==> src/rtl/glitch_pkg.sv <==
// Shared definitions for the glitch_control trigger path: edge-select encodings,
// the conditioner FSM states and the edge-qualification helper.
package glitch_pkg;

  localparam logic [1:0] EDGE_RISE = 2'b00;
  localparam logic [1:0] EDGE_FALL = 2'b01;
  localparam logic [1:0] EDGE_BOTH = 2'b10;

  typedef enum logic {
    ST_IDLE  = 1'b0,
    ST_ARMED = 1'b1
  } state_t;

  // The reserved encoding 2'b11 behaves like rising.
  function automatic logic edge_qualifies(input logic [1:0] sel,
                                          input logic       rise,
                                          input logic       fall);
    logic q;
    case (sel)
      EDGE_FALL: q = fall;
      EDGE_BOTH: q = rise | fall;
      default:   q = rise;
    endcase
    return q;
  endfunction

endpackage

==> src/rtl/trigger_filter.sv <==
// Synchronizes the raw trigger pin and deglitches it: a new level is accepted only
// after it has been seen flen+1 consecutive cycles, producing one-cycle edge events.
module trigger_filter #(
  parameter int SYNC_STAGES = 2,
  parameter int FILTER_W    = 8
) (
  input  logic                clk,
  input  logic                rst_n,
  input  logic                trigger_i,
  input  logic [FILTER_W-1:0] flen,
  output logic                filt,
  output logic                rise_evt,
  output logic                fall_evt
);

  logic [SYNC_STAGES-1:0] sync_chain_r;
  logic [FILTER_W-1:0]    cnt_r;
  logic                   filt_r;
  logic                   sync_s;
  logic                   differ_s;
  logic                   settle_s;

  // Metastability chain; the oldest stage feeds the filter.
  always_ff @(posedge clk or negedge rst_n) begin
    if (!rst_n) begin
      sync_chain_r <= '0;
    end else begin
      sync_chain_r <= {sync_chain_r[SYNC_STAGES-2:0], trigger_i};
    end
  end

  assign sync_s = sync_chain_r[SYNC_STAGES-1];

  // A counter left above a newly latched shorter flen still settles.
  always_comb begin
    differ_s = (sync_s != filt_r);
    settle_s = differ_s && (cnt_r >= flen);
  end

  // Stability counter and accepted level.
  always_ff @(posedge clk or negedge rst_n) begin
    if (!rst_n) begin
      cnt_r  <= '0;
      filt_r <= 1'b0;
    end else if (settle_s) begin
      cnt_r  <= '0;
      filt_r <= sync_s;
    end else if (differ_s) begin
      cnt_r  <= cnt_r + {{(FILTER_W-1){1'b0}}, 1'b1};
    end else begin
      cnt_r  <= '0;
    end
  end

  assign filt     = filt_r;
  assign rise_evt = settle_s & sync_s;
  assign fall_evt = settle_s & ~sync_s;

endmodule

==> src/rtl/trigger_conditioner.sv <==
// Turns the raw target trigger pin into a single-cycle strobe fired on the Nth
// qualifying filtered edge after arming.
module trigger_conditioner
  import glitch_pkg::*;
#(
  parameter int SYNC_STAGES = 2,
  parameter int FILTER_W    = 8,
  parameter int COUNT_W     = 16
) (
  input  logic                clk,
  input  logic                rst_n,
  input  logic                trigger_i,
  input  logic                arm_i,
  input  logic                disarm_i,
  input  logic [1:0]          edge_sel_i,
  input  logic [FILTER_W-1:0] filter_len_i,
  input  logic [COUNT_W-1:0]  edge_count_i,
  output logic                trigger_o,
  output logic                armed_o,
  output logic [COUNT_W-1:0]  edges_seen_o
);

  localparam logic [COUNT_W-1:0] CNT_ONE = {{(COUNT_W-1){1'b0}}, 1'b1};

  state_t               state_r;
  state_t               state_nxt;
  logic [FILTER_W-1:0]  flen_r;
  logic [1:0]           sel_r;
  logic [COUNT_W-1:0]   target_r;
  logic [COUNT_W-1:0]   edges_r;
  logic [COUNT_W-1:0]   edges_nxt;
  logic [COUNT_W-1:0]   edges_inc_s;
  logic [COUNT_W-1:0]   target_s;
  logic                 trig_r;
  logic                 trig_nxt;
  logic                 armed_r;
  logic                 latch_s;
  logic                 qual_s;
  logic                 rise_s;
  logic                 fall_s;
  // Only the edge events are consumed here; the level itself is left for debug.
  logic                 filt_level_unused_s;

  trigger_filter #(
    .SYNC_STAGES (SYNC_STAGES),
    .FILTER_W    (FILTER_W)
  ) u_filter (
    .clk       (clk),
    .rst_n     (rst_n),
    .trigger_i (trigger_i),
    .flen      (flen_r),
    .filt      (filt_level_unused_s),
    .rise_evt  (rise_s),
    .fall_evt  (fall_s)
  );

  assign qual_s      = edge_qualifies(sel_r, rise_s, fall_s);
  assign edges_inc_s = (edges_r == {COUNT_W{1'b1}}) ? edges_r : (edges_r + CNT_ONE);
  assign target_s    = (edge_count_i == {COUNT_W{1'b0}}) ? CNT_ONE : edge_count_i;

  // Next-state: disarm beats both arm and a final edge.
  always_comb begin
    state_nxt = state_r;
    edges_nxt = edges_r;
    trig_nxt  = 1'b0;
    latch_s   = 1'b0;
    case (state_r)
      ST_IDLE: begin
        if (arm_i && !disarm_i) begin
          latch_s   = 1'b1;
          edges_nxt = '0;
          state_nxt = ST_ARMED;
        end else begin
          state_nxt = ST_IDLE;
        end
      end
      ST_ARMED: begin
        if (disarm_i) begin
          state_nxt = ST_IDLE;
        end else if (qual_s) begin
          edges_nxt = edges_inc_s;
          if (edges_inc_s == target_r) begin
            trig_nxt  = 1'b1;
            state_nxt = ST_IDLE;
          end else begin
            state_nxt = ST_ARMED;
          end
        end else begin
          state_nxt = ST_ARMED;
        end
      end
      default: state_nxt = ST_IDLE;
    endcase
  end

  // State, counter and registered outputs.
  always_ff @(posedge clk or negedge rst_n) begin
    if (!rst_n) begin
      state_r <= ST_IDLE;
      edges_r <= '0;
      trig_r  <= 1'b0;
      armed_r <= 1'b0;
    end else begin
      state_r <= state_nxt;
      edges_r <= edges_nxt;
      trig_r  <= trig_nxt;
      armed_r <= (state_nxt == ST_ARMED);
    end
  end

  // Configuration is captured only on an accepted arm.
  always_ff @(posedge clk or negedge rst_n) begin
    if (!rst_n) begin
      flen_r   <= '0;
      sel_r    <= EDGE_RISE;
      target_r <= '0;
    end else if (latch_s) begin
      flen_r   <= filter_len_i;
      sel_r    <= edge_sel_i;
      target_r <= target_s;
    end else begin
      flen_r   <= flen_r;
      sel_r    <= sel_r;
      target_r <= target_r;
    end
  end

  assign trigger_o    = trig_r;
  assign armed_o      = armed_r;
  assign edges_seen_o = edges_r;

endmodule

==> config.mk <==
export PLATFORM = sky130hd
export DESIGN_NAME = trigger_conditioner
export DESIGN_NICKNAME = d
export VERILOG_FILES = /design/src/rtl/glitch_pkg.sv /design/src/rtl/trigger_filter.sv /design/src/rtl/trigger_conditioner.sv
export SDC_FILE = /design/constraint.sdc
export NUM_CORES = 1
export LEC_CHECK = 0
export BUFFER_PORTS_ARGS = -buffer_cell sky130_fd_sc_hd__buf_2
export CORE_MARGIN = 3
export CORE_UTILIZATION = 35
export CTS_CLUSTER_DIAMETER = 40
export CTS_CLUSTER_SIZE = 8
export DETAILED_ROUTE_END_ITERATION = 10
export PLACE_DENSITY = 0.58
export SYNTH_ARGS = -nofsm -noshare
export SYNTH_HDL_FRONTEND = slang
export SYNTH_SLANG_ARGS = --single-unit
export TNS_END_PERCENT = 30
==> constraint.sdc <==
create_clock -name clk -period 6.3 [get_ports clk]
set_input_delay 0.63 -clock clk [delete_from_list [all_inputs] [get_ports clk]]
set_output_delay 0.63 -clock clk [all_outputs]
set_load 0.05 [all_outputs]
==> Word level (Yosys, flattened, before mapping) <==
Cells that the tools add are included.
{ "classes": {"bitwise_logic": 5, "eq_ne": 8, "add_sub_neg": 2, "magnitude_cmp": 1, "reduce_logical": 5, "n_mux": 19} }
{ "op_table": {"columns": ["operator", "count"], "rows": [
  ["$mux W16", 5],
  ["$pmux W16 S2", 1],
  ["$add A16 B1 Y16 const B", 1],
  ["$eq A16 B16 Y1", 1],
  ["$eq A16 B16 Y1 const B", 1],
  ["$logic_not A16 Y1", 1],
  ["$mux W8", 2],
  ["$mux W1", 9],
  ["$add A8 B1 Y8 const B", 1],
  ["$ge A8 B8 Y1", 1],
  ["$ne A2 B2 Y1 const B", 2],
  ["$pmux W1 S2", 2],
  ["$reduce_and A3 Y1", 1],
  ["$and A1 B1 Y1", 2],
  ["$eq A2 B1 Y1 const B", 1],
  ["$eq A2 B2 Y1 const B", 1],
  ["$logic_and A1 B1 Y1", 2],
  ["$ne A2 B1 Y1 const B", 1],
  ["$not A1 Y1", 2],
  ["$logic_not A1 Y1", 1],
  ["$ne A1 B1 Y1", 1],
  ["$or A1 B1 Y1", 1]
]} }
{ "word_totals": {"reg_bits": 55, "wordCells": 49, "output_inout_bits": 18} }

==> Longest topological paths before layout <==
Gate-level depths: netlist of run 1.
{ "depth": {"ltp_word": 8, "ltp_mapped": 10} }

==> Hierarchy <==
A second synthesis of run 1 with hierarchy kept.
{ "hier_totals": {"hier_cells": 317, "area_unflattened_um2": 3264.4} }
{ "by_module_without_submodules": {"columns": ["mod", "n_inst", "area_per_inst_um2", "cells_per_inst"], "rows": [
  ["trigger_conditioner", 1, 2608.8, 251],
  ["trigger_filter", 1, 655.6, 66]
]} }

==> Worst setup path after synthesis of run 1 <==
Ideal clock, no wire load.
{ "synth_path": {"path_type": "register -> register", "startpoint": "register edges_r[0], in the netlist edges_seen_o[0]", "endpoint": "register armed_r, in the netlist armed_o", "path_slack_ps": 3381, "path_stages_with_launch": 11, "arrival_ps": 2796, "cell_sequence": "dfrtp_1 -> ha_1 -> buf_2 -> inv_1 -> or4_1 -> buf_4 -> o2111ai_2 -> xnor2_1 -> nor4_2 -> nand4_1 -> o221a_1"} }
{ "synth_between": {"elab_chain_len": 7} }
{ "synth_rtl": {"columns": ["item", "line", "source"], "rows": [
  ["start: declaration", "trigger_conditioner.sv:30", "logic [COUNT_W-1:0] edges_r;"],
  ["start signal: assignment", "trigger_conditioner.sv:105", "edges_r <= edges_nxt;"],
  ["$add A16 B1 Y16 / $eq A16 B16 Y1 (equally long branches)", "trigger_conditioner.sv:58", "assign edges_inc_s = (edges_r == {COUNT_W{1'b1}}) ? edges_r : (edges_r + CNT_ONE);"],
  ["$mux W16 (*)", "trigger_conditioner.sv:58", null],
  ["$eq A16 B16 Y1 (*)", "trigger_conditioner.sv:82", "if (edges_inc_s == target_r) begin"],
  ["$mux W1 (*)", "trigger_conditioner.sv:82", null],
  ["$mux W1 (*)", "trigger_conditioner.sv:80", "end else if (qual_s) begin"],
  ["$mux W1 (*)", "trigger_conditioner.sv:78", "if (disarm_i) begin"],
  ["$pmux W1 S2 (*)", "trigger_conditioner.sv:67", "case (state_r)"],
  ["named net state_nxt", "trigger_conditioner.sv:26", "state_t state_nxt;"],
  ["end signal: assignment", "trigger_conditioner.sv:107", "armed_r <= (state_nxt == ST_ARMED);"],
  ["end: declaration", "trigger_conditioner.sv:36", "logic armed_r;"]
]} }
The timed path passes the listed nets; every way through them passes the cells marked *.
A chain may end at the register's enable or synchronous reset.

==> Final worst setup path of run 1 <==
Same ends and word-level chain as after synthesis.

==> results of run 1 <==
cells by family (layout without fill, tap and decap cells):
group / after synthesis / in the layout / synth area share [%]
flops: 55 / 55 / 42.7
simple gates: 111 / 111 / 17.8
fa+ha+maj: 12 / 12 / 4.65
compound gates: 84 / 84 / 17.3
buf+inv: 31 / 76 / 3.84
mux: 19 / 19 / 6.48
xor+xnor: 27 / 27 / 7.33
sequential cells by signal (all words and copies together), names as in the netlist:
name / flops
armed_o: 1
edges_seen_o: 16
flen_r: 8
sel_r: 2
target_r: 16
trigger_o: 1
u_filter.cnt_r: 8
u_filter.filt: 1
u_filter.sync_chain_r: 2
power by group through the flow:
stage                     registers (mW)  clock network (mW)  logic (mW)
after floorplan                    0.445                   0       0.143
after global placement             0.454                   0       0.204
after detailed placement           0.456                   0       0.207
after CTS                          0.449               0.222       0.211
after global routing               0.456               0.235       0.236
final                              0.448               0.213       0.208
per-layer routing:
layer,global-route usage [%],share of wire (%)
met3,3.21,7.2
met1,25.3,47
met2,26.6,44
met4,5.25,1.8
met5,0,0
stage by stage:
step	cell area [um^2]	cells	worst slack [ns]
after CTS	3660	492	3.22
after detailed placement	3560	484	3.23
final	3660	492	3.21
after global placement	3560	484	3.32
after floorplan	3230	339	3.38
after global routing	3660	492	3.00
synthesized netlist by cell type (all sizes together), types with 2 or more instances:
master / count
a2111oi: 3
a211oi: 2
a21o: 2
a21oi: 15
a22o: 2
a2bb2oi: 2
a31oi: 3
a41oi: 3
and2: 6
and3: 4
and4: 2
buf: 4
clkbuf: 9
dfrtp: 55
ha: 12
inv: 18
mux2: 15
mux2i: 4
nand2: 27
nand2b: 4
nand3: 15
nand4: 5
nor2: 27
nor2b: 3
nor3: 4
nor4: 10
o2111ai: 2
o211ai: 2
o21a: 2
o21ai: 29
o31ai: 7
o41ai: 2
or4: 2
xnor2: 14
xor2: 13
cell type report:
cell class	count	area (um^2)	share of cell area, %
Clock buffer	6	82.6	2.26
Multi-Input combinational cell	253	1730	47.2
Sequential cell	55	1380	37.6
Timing Repair Buffer	50	255	6.97
Clock inverter	2	13.8	0.376
Tap cell	108	135	3.69
Inverter	18	67.6	1.85
how the worst max path moves through the flow:
stage / end / depth (start not counted) / slack [ns]
floorplan: armed_o / 10 / 3.38
global placement: armed_o / 8 / 3.32
detailed placement: armed_o / 8 / 3.23
CTS: armed_o / 8 / 3.22
global route: armed_o / 8 / 3.00
finish: armed_o / 8 / 3.21
==> results.sh, run 1 <==
export IMPL_status="complete, no violations"
export IMPL_timing_rr_start="edges_seen_o[0]"
export IMPL_gp_congestion=0.902
export IMPL_syn_nets=382
export IMPL_internal_power_mw=0.579
export IMPL_avgRoutedWirePerCell_um=17.5
export IMPL_startpoint="edges_seen_o[0]"
export IMPL_r2r_end="armed_o"
export IMPL_syn2layout_area_growth_pct=13.4
export IMPL_clkSlewWorstSetupHoldPaths_ns=0.10
export IMPL_start_kind="flip-flop"
export IMPL_portBuffers=48
export IMPL_synth_area_leaders="dfrtp_1 43%, mux2_2 5.2%, ha_1 4.7%"
export IMPL_path_buf_inv=1
export IMPL_cp_end_kind="flip-flop"
export IMPL_ant_nets=0
export IMPL_clk_path_buf_depth=2
export IMPL_async_reset_ff_share_pct=100
export IMPL_antenna_found_initial=0
export IMPL_worstPathMaxFanout=10
export IMPL_slew_violations=0
export IMPL_root_buffer="clkbuf_8"
export IMPL_seqPwrFrac_pct=51.6
export IMPL_p_sw_share_pct=33.5
export IMPL_coreArea_um2=8850
export IMPL_power_total_mw=0.870
export IMPL_synth_edf_count=0
export IMPL_yosysTopAreaCellShare_pct=42.7
export IMPL_ys_flop_type="dfrtp_1"
export IMPL_start_util_pct=36.5
export IMPL_layout_drive_gt1_share_pct=20.8
export IMPL_clock_sinks=55
export IMPL_vias=2752
export IMPL_hold_ws_ns=0.364
export IMPL_hold_start="u_filter.sync_chain_r[0]"
export IMPL_tightest_slew_ns=0.861
export IMPL_viasPerCell=5.59
export IMPL_finalCritPeriodShare_pct=49.1
export IMPL_vdd_ir_drop_max_v=0.000114
export IMPL_cts_hold_buffers_added=0
export IMPL_grt_start_max_net_pins=56
export IMPL_arrival_ns=3.30
export IMPL_finalHoldViolations=0
export IMPL_grtUsageTotal_pct=17.4
export IMPL_whs_path_depth=0
export IMPL_drc=0
export IMPL_wirelength_mm=8.60
export IMPL_drv_cap=0
export IMPL_slowest_stage="or4_1"
export IMPL_power_leakage_nw=1.62
export IMPL_power_density_nw_per_um2=238
export IMPL_clockPowerShare_pct=24.5
export IMPL_cp_top_family="simple AND/OR/NAND/NOR gates"
export IMPL_die_area_um2=10400
export IMPL_netlist_instances=339
export IMPL_worstPathCellList="ha_1, inv_1, or4_1, o2111ai_2, xnor2_1, nor4_2, nand4_1, o221a_1"
export IMPL_min_to="u_filter.sync_chain_r[1]"
export IMPL_io_pins=49
export IMPL_cts_buffers=5
export IMPL_cts_setup_buffers=0
export IMPL_finalCoreUtilization_pct=41.4
export IMPL_nets=426
export IMPL_yosysTopAreaCell="dfrtp_1"
export IMPL_clkLatencyLatePin_ns=0.31
export IMPL_firstDrtPassIters=5
export IMPL_rr_worst_depth=8
export IMPL_r2r_slack_ns=3.21
export IMPL_synth_seq_cells=55
export IMPL_ctsResizeCount=0
export IMPL_setup_viol=0
export IMPL_diodes=0
export IMPL_ys_seq_area_share_pct=42.7
export IMPL_hpwl_mm=6.46
export IMPL_tns_ns=0
export IMPL_crit_type="reg -> reg"
export IMPL_cts_tree="yes"
export IMPL_hp_class="reg -> reg"
export IMPL_htreeDepth=2
export IMPL_clock_fmax_ghz=0.324
export IMPL_cpPeakStageDelay_ns=0.74
export IMPL_fill_cells=908
export IMPL_final_cell_mix="55 x dfrtp_1, 48 x buf_2, 27 x nand2_1, 26 x nor2_1, 20 x o21ai_0"
export IMPL_synth_cell_types=50
export IMPL_crit_required_ns=6.51
export IMPL_die_h_um=102
export IMPL_die_w_um=102
export IMPL_grt_pass1_vias=2694
export IMPL_grt_ovfl_total=0
export IMPL_final_common_cell="dfrtp_1"
export IMPL_relSlewSlack_pct=42.1
export IMPL_power_switching_mw=0.291
export IMPL_rows=34
export IMPL_drt_iter0_drc=165
export IMPL_grt_pass1_wl_mm=14.2
export IMPL_syn_avg_cell_area_um2=9.52
export IMPL_skew_ns=0.00654
export IMPL_syn_area_um2=3230
export IMPL_rsz0062_at_grt="no"
export IMPL_min_period_ns=3.09
export IMPL_combPwrFrac_pct=23.9
export IMPL_synth_warnings=0
(Power assumes the default switching activity.)
==> run 2: changes to the inputs <==
--- a/config.mk
+++ b/config.mk
@@ -11,7 +11,7 @@
 export CTS_CLUSTER_DIAMETER = 40
 export CTS_CLUSTER_SIZE = 8
 export DETAILED_ROUTE_END_ITERATION = 10
-export PLACE_DENSITY = 0.58
+export PLACE_DENSITY = 0.6
 export SYNTH_ARGS = -nofsm -noshare
 export SYNTH_HDL_FRONTEND = slang
 export SYNTH_SLANG_ARGS = --single-unit
==> constraint.sdc (replaced) <==
create_clock -name clk -period 2.7 [get_ports clk]
set_input_delay 0.27 -clock clk [delete_from_list [all_inputs] [get_ports clk]]
set_output_delay 0.27 -clock clk [all_outputs]
set_load 0.05 [all_outputs]
==> results.sh, run 2 (same netlist as run 1, synthesis figures left out) <==
export IMPL_firstDrtPassIters=4
export IMPL_hpwl_mm=6.73
export IMPL_nets=448
export IMPL_finalHoldViolations=0
export IMPL_multi_input_area_um2=1740
export IMPL_slew_violations=0
export IMPL_gp_congestion=0.986
export IMPL_portBuffers=48
export IMPL_power_density_nw_per_um2=535
export IMPL_diodes=0
export IMPL_die_w_um=102
export IMPL_vdd_ir_drop_max_v=0.000326
export IMPL_io_pins=49
export IMPL_power_switching_mw=0.689
export IMPL_setup_viol=0
export IMPL_crit_type="reg -> reg"
export IMPL_min_period_ns=2.66
export IMPL_tightest_slew_ns=0.724
export IMPL_regArea_um2=1380
export IMPL_clock_sinks=55
export IMPL_drt_iter0_drc=190
export IMPL_viasPerCell=5.52
export IMPL_vias=2837
export IMPL_syn2layout_area_growth_pct=19.3
export IMPL_r2r_slack_ns=0.04
export IMPL_clock_fmax_ghz=0.376
export IMPL_fill_cells=907
export IMPL_htreeDepth=2
export IMPL_final_cell_mix="49 x dfrtp_1, 48 x buf_2, 27 x nand2_1, 25 x nor2_1, 24 x buf_4"
export IMPL_final_common_cell="dfrtp_1"
export IMPL_r2r_end="armed_o"
export IMPL_cts_setup_buffers=0
export IMPL_clkLatencyLatePin_ns=0.32
export IMPL_crit_required_ns=2.91
export IMPL_cp_end_kind="flip-flop"
export IMPL_die_area_um2=10400
export IMPL_grtUsageTotal_pct=17.7
export IMPL_start_kind="flip-flop"
export IMPL_antenna_found_initial=0
export IMPL_finalCritPeriodShare_pct=98.5
export IMPL_power_leakage_nw=1.72
export IMPL_arrival_ns=2.88
export IMPL_postPlaceCellArea_um2=3740
export IMPL_rsz0062_at_grt="no"
export IMPL_coreArea_um2=8850
export IMPL_start_util_pct=36.5
export IMPL_rr_worst_depth=7
export IMPL_timing_rr_start="edges_seen_o[8]"
export IMPL_tns_ns=0
export IMPL_skew_ns=0.0113
export IMPL_relSlewSlack_pct=51.8
export IMPL_worstPathMaxFanout=8
export IMPL_die_h_um=102
export IMPL_grt_pass1_wl_mm=14.4
export IMPL_cts_buffers=5
export IMPL_layout_drive_gt1_share_pct=27.3
export IMPL_hp_class="in -> async"
export IMPL_p_sw_share_pct=33.4
export IMPL_grt_ovfl_total=0
export IMPL_avgRoutedWirePerCell_um=17.3
export IMPL_status="complete, no violations"
export IMPL_internal_power_mw=1.37
export IMPL_root_buffer="clkbuf_8"
export IMPL_combPwrFrac_pct=24.7
export IMPL_rows=34
export IMPL_cts_tree="yes"
export IMPL_seqPwrFrac_pct=50.1
export IMPL_clkSlewWorstSetupHoldPaths_ns=0.11
export IMPL_clockPowerShare_pct=25.1
export IMPL_final_area_um2=3850
export IMPL_grt_pass1_vias=2730
export IMPL_clk_path_buf_depth=2
export IMPL_ant_nets=0
export IMPL_grt_start_max_net_pins=56
export IMPL_drc=0
export IMPL_drv_cap=0
export IMPL_wirelength_mm=8.88
run 2: how the worst max path moves through the flow:
stage | slack [ns] | end | cells after the start | from
after floorplan | 0.01 | armed_o | 10 | edges_seen_o[0]
after global placement | 0.20 | armed_o | 8 | edges_seen_o[2]
after detailed placement | 0.18 | trigger_o | 7 | edges_seen_o[8]
after CTS | 0.16 | armed_o | 7 | edges_seen_o[8]
after global routing | 0.02 | armed_o | 7 | edges_seen_o[2]
final | 0.04 | armed_o | 7 | edges_seen_o[8]
run 2: worst max-delay path: stages, from the launching register on:
cell and delay (ns):
dfrtp_1 0.48, nand3_1 0.26, nor4_1 0.50, and3_1 0.24
nor3_1 0.06, a2111oi_1 0.49, nand4_1 0.25, o221a_1 0.28
run 2: stage by stage:
| step | utilization (%) | total power [mW] | cells | setup slack [ns] | hold WS [ns] |
|---|---|---|---|---|---|
| floorplan | - | 1.37 | 339 | 0.0113 | -0.0256 |
| global placement | 42.2 | 1.55 | 506 | 0.196 | 0.336 |
| detailed placement | 42.2 | 1.56 | 506 | 0.180 | 0.345 |
| CTS | 43.4 | 2.08 | 514 | 0.163 | 0.0509 |
| global route | 43.5 | 2.20 | 514 | 0.0159 | 0.0431 |
| finish | 43.5 | 2.06 | 514 | 0.0394 | 0.0595 |
run 2: cell type report:
| type | instances | area share [%] |
|---|---|---|
| clock buffer | 6 | 2.14 |
| multi-input combinational | 253 | 45.2 |
| sequential | 55 | 35.9 |
| inverter | 18 | 1.75 |
| timing repair buffer | 72 | 10.9 |
| tap | 108 | 3.51 |
| clock inverter | 2 | 0.520 |
run 2: metal layers:
metal  vias up  global-route usage (%)  routed length, um
met3        15                    4.85                760
met2       116                    25.3               3880
li1       1361                       -                  -
met1      1345                    25.5               4040
met4         0                    6.36                197
met5         -                       0                  0
run 2: timing repair:
item	in CTS	in global routing
resized for setup	0	4
setup endpoints to repair	0	2
endpoints found under the hold margin	0	0
hold buffers	0	0
run 2: power by group through the flow:
| stage | Clock (mW) | Sequential, mW | Combinational (mW) |
|---|---|---|---|
| global route | 0.565 | 1.05 | 0.582 |
| finish | 0.518 | 1.03 | 0.510 |
| floorplan | 0 | 1.04 | 0.334 |
| global placement | 0 | 1.05 | 0.499 |
| CTS | 0.537 | 1.03 | 0.513 |
| detailed placement | 0 | 1.05 | 0.510 |
